File: config.mk
export PLATFORM = sky130hd
export DESIGN_NAME = pipeline_ctrl
export DESIGN_NICKNAME = d
export VERILOG_FILES = /design/src/rtl/pipeline_ctrl.sv
export SDC_FILE = /design/constraint.sdc
export NUM_CORES = 1
export LEC_CHECK = 0
export CORE_MARGIN = 2
export CORE_UTILIZATION = 45
export DETAILED_ROUTE_END_ITERATION = 12
export GPL_ROUTABILITY_DRIVEN = 0
export PLACE_DENSITY = 0.83
export SLEW_MARGIN = 0
export SYNTH_ARGS = -nofsm -noshare
export SYNTH_HDL_FRONTEND = slang
export SYNTH_SLANG_ARGS = --single-unit
File: constraint.sdc
create_clock -name clk_i -period 3.7 [get_ports clk_i]
set_input_delay 1.11 -clock clk_i [delete_from_list [all_inputs] [get_ports clk_i]]
set_output_delay 1.11 -clock clk_i [all_outputs]
set_load 0.01 [all_outputs]
File: src/rtl/pipeline_ctrl.sv
// pipeline_ctrl: hazard, branch-flush, fetch-miss and data-memory-wait control for a 5-stage pipeline.
// Optional macro PIPE_CTRL_STATS_EN adds saturating stall/flush statistics counters.
`default_nettype none

module pipeline_ctrl #(
   parameter int TIMEOUT = 16
) (
   input  logic       clk_i,
   input  logic       rst_i,
   input  logic       IDEX_MemRead_i,
   input  logic [4:0] IDEX_Rt_i,
   input  logic [4:0] IFID_Rs_i,
   input  logic [4:0] IFID_Rt_i,
   input  logic       Branch_i,
   input  logic       imem_ready_i,
   input  logic       dmem_busy_i,
   output logic       PCWrite_o,
   output logic       WriteIFID_o,
   output logic       Flush_o,
   output logic       Bubble_o,
   output logic       Stall_o,
   output logic       err_o,
   output logic [1:0] state_o
`ifdef PIPE_CTRL_STATS_EN
   ,
   output logic [15:0] stall_cnt_o,
   output logic [15:0] flush_cnt_o
`endif
);

   typedef enum logic [1:0] {
      RUN     = 2'd0,
      MEMWAIT = 2'd1,
      ERROR   = 2'd2
   } state_t;

   localparam logic [7:0] TIMEOUT_LAST = 8'(TIMEOUT - 1);

   state_t     state;
   logic [7:0] wait_cnt;
   logic       hazard;

   assign hazard = IDEX_MemRead_i && (IDEX_Rt_i != 5'd0) &&
                   ((IDEX_Rt_i == IFID_Rs_i) || (IDEX_Rt_i == IFID_Rt_i));

   assign state_o = state;

   // Reset forces every control output low, independent of the clock.
   always_comb begin
      PCWrite_o   = 1'b0;
      WriteIFID_o = 1'b0;
      Flush_o     = 1'b0;
      Bubble_o    = 1'b0;
      Stall_o     = 1'b0;
      if (!rst_i) begin
         PCWrite_o = 1'b0;
      end else if (state == ERROR) begin
         Stall_o = 1'b1;
      end else if (dmem_busy_i) begin
         Stall_o = 1'b1;
      end else if (hazard) begin
         Bubble_o = 1'b1;
      end else if (Branch_i) begin
         PCWrite_o   = 1'b1;
         WriteIFID_o = 1'b1;
         Flush_o     = 1'b1;
      end else if (!imem_ready_i) begin
         WriteIFID_o = 1'b1;
         Flush_o     = 1'b1;
      end else begin
         PCWrite_o   = 1'b1;
         WriteIFID_o = 1'b1;
      end
   end

   always_ff @(posedge clk_i or negedge rst_i) begin
      if (!rst_i) begin
         state    <= RUN;
         wait_cnt <= 8'd0;
         err_o    <= 1'b0;
      end else begin
         case (state)
            RUN: begin
               if (dmem_busy_i) begin
                  state    <= MEMWAIT;
                  wait_cnt <= 8'd1;
               end
            end
            MEMWAIT: begin
               if (!dmem_busy_i) begin
                  state    <= RUN;
                  wait_cnt <= 8'd0;
               end else if (wait_cnt >= TIMEOUT_LAST) begin
                  // This busy cycle brings the count to TIMEOUT.
                  state    <= ERROR;
                  wait_cnt <= wait_cnt + 8'd1;
                  err_o    <= 1'b1;
               end else begin
                  wait_cnt <= wait_cnt + 8'd1;
               end
            end
            ERROR: begin
               err_o <= 1'b1;
            end
            default: begin
               state    <= RUN;
               wait_cnt <= 8'd0;
            end
         endcase
      end
   end

`ifdef PIPE_CTRL_STATS_EN
   always_ff @(posedge clk_i or negedge rst_i) begin
      if (!rst_i) begin
         stall_cnt_o <= 16'd0;
         flush_cnt_o <= 16'd0;
      end else begin
         if (!PCWrite_o && (stall_cnt_o != 16'hFFFF)) begin
            stall_cnt_o <= stall_cnt_o + 16'd1;
         end
         if (Flush_o && (flush_cnt_o != 16'hFFFF)) begin
            flush_cnt_o <= flush_cnt_o + 16'd1;
         end
      end
   end
`endif

endmodule

`default_nettype wire

==> impl_metrics.ini <==
[job]
cap_viol_max_count = 0

[pwr]
cellPowerDensity_nw_per_um2 = 256
power_leakage_nw = 0.488
peakVddDrop_uv = 248

[place]
placed_cell_area_sq_um = 1070
numPortBuffers = 28
placed_cells = 129
dp_hpwl_mm = 1.48

[clock_tree]
path_clk_slew_ps = 60
cts-buffers-inserted = 3
clock_latency_ps = 260
cts_buffer_depth = 2
h-tree-depth = 1
clockRootBuffer = clkbuf_4
cts_tree = built
cts_sinks = 11

[sta]
slew_headroom_pct = 73.7
finalCriticalPeriod_ps = 3660
hold_violations = 0
final.setup_skew_ps = 3.97
clock.fmax_mhz = 273
setup_tns_ps = 0
fin_crit_sh_pct = 99.0
maxSlewViolCount = 0
hold_slack_ps = 477
worst_pin_slew_ps = 395
rsz0062_at_grt = false
setup_violations = 0

[layout]
layout-drive-gt1-share_pct = 19.5
fin_util_pct = 73.9
stdcell_area_sq_um = 1100
diodes = 0
nets = 141
syn_to_final_growth_pct = 54.5
fin_cells = 134

[setup_path]
slowest_stage = or4_4
crit_fanout = 3
critPathArrivalTime_ps = 2550
cp.buffers_inverters = 3
critical_path.top_delay_family = buffers and inverters
worst_setup_path_end_kind = primary output
crit_required_ps = 2590
path_cells = dlygate4sd2_1 -> or4_4 -> o21a_1 -> buf_6 -> a221oi_2 -> buf_2
rrSetupSlack_ps = 2180
cp_slowest_stage_delay_ps = 480
path_class = in -> out
start_kind = input port

[synthesis]
mappedNetlistNets = 100
async_reset_ff_share_pct = 100
synth_enable_flop_cells = 0
synth_warnings = 0
syn_inst = 78
syn_avg_cell_area_sq_um = 9.13
ys_types = 25
synthFlopType = dfrtp_1
yosysSeqAreaShare_pct = 38.7
syn-cell-area_sq_um = 712
synth-seq-cells = 11

[routing]
wl_mm = 1.89
vias_per_cell = 5.51
routedWlPerCell_microns = 14.1
drc_errors = 0
ant_nets = 0
vias = 738
drt_pass1_iterations = 4
first_iter_violations = 17

[global_routing]
antenna_found_initial = 0
grt_pass1_wl_mm = 3.14
grt_overflow = 0
first_global_vias = 718
grt.total_usage_pct = 21.8
grt_max_degree = 15

[floorplan]
die-area_sq_um = 1920
die_h_microns = 43.8
rows = 14
start_util_pct = 47.8
ioPinCount = 29
core_sq_um = 1490
die_w_microns = 43.8

[status]
status = finished, final reports clean

[min_path]
hp-class = reg -> reg
==> per-layer routing <==
layer	part of all wire (%)	wire, microns	GRT usage, %	vias up
li1	-	-	-	356
met1	38	727	25.4	348
met2	53	1010	40.0	30
met3	7.2	137	4.17	4
met4	0.74	14	6.06	0
met5	0	0	0	-
==> sequential cells by signal, summed over array words and instances, names as in the netlist <==
register,cells
err_o,1
wait_cnt,8
state_o,2
==> final timing paths <==
check | to | cells after the start | from
worst max-delay path | Flush_o | 6 | IDEX_Rt_i[3]
worst min register to register | err_o$_DFFE_PN0P_ | 1 | err_o$_DFFE_PN0P_
worst max register to register | err_o$_DFFE_PN0P_ | 5 | wait_cnt[0]$_DFFE_PN0P_
min in group asynchronous | err_o$_DFFE_PN0P_ | 2 | rst_i
max in group asynchronous | state_o[0]$_DFFE_PN0P_ | 2 | rst_i
worst min-delay path | err_o$_DFFE_PN0P_ | 1 | err_o$_DFFE_PN0P_
==> area by class of cell <==
cell class / count / area [sq um]
inverters: 1 / 3.75
well taps: 16 / 20.0
fillers: 114 / 389
clock buffers: 4 / 26.3
flip-flops and latches: 11 / 275
multi-input cells: 64 / 435
repair buffers: 38 / 339
==> cell families after synthesis <==
kind of cell,after synthesis,share of synthesized area [%]
DFF,11,38.7
muxes,1,1.41
xor gates and xnor gates,15,18.5
and+or+nand+nor,32,22.7
adders and majority gates,1,1.76
buffers and inverters,3,1.58
AOI/OAI and AO/OA,15,15.5
==> Yosys cell counts (3+ instances only) <==
master   number  share of area, %
dfrtp_1      11                39
nand2_1      11               5.8
xnor2_1      11                14
nand3_1       7               4.9
o22ai_1       6               5.3
xor2_1        4               4.9
nor2_1        3               1.6
nor2b_1       3               2.6
==> where the power goes <==
group | switching [W] | internal (W)
Combinational | 0.0000303 | 0.0000436
Clock | 0.0000376 | 0.0000417
Sequential | 0.00000470 | 0.000123
Total | 0.0000726 | 0.000209
==> cell usage in the layout, fill, tap and decap left out, types with 2 or more instances in the layout <==
master | Yosys | routed
a21oi_1 | 2 | 2
and3_1 | 2 | 2
buf_2 | 0 | 3
buf_4 | 0 | 9
clkbuf_4 | 0 | 3
clkdlybuf4s15_1 | 0 | 2
clkdlybuf4s50_1 | 0 | 19
dfrtp_1 | 11 | 11
dlygate4sd2_1 | 0 | 4
nand2_1 | 11 | 11
nand2b_1 | 2 | 2
nand3_1 | 7 | 7
nor2_1 | 3 | 3
nor2b_1 | 3 | 3
o21ai_0 | 2 | 2
o22ai_1 | 6 | 5
xnor2_1 | 11 | 11
xor2_1 | 4 | 4
==> stage by stage <==
step                setup slack, ps  power [W]
floorplan                       458   0.000158
global placement               -479   0.000202
detailed placement             -488   0.000205
CTS                            3.57   0.000281
global route                   1.38   0.000294
finish                         36.4   0.000281
==> what timing repair did <==
action                                  in CTS  in global routing
pin swaps                                    2                  3
hold buffers                                 0                  0
gates resized for setup                     19                  4
endpoints found under the setup margin       4                  3
setup buffers                                1                  0
No activity file was read; power rests on OpenSTA's default activity.
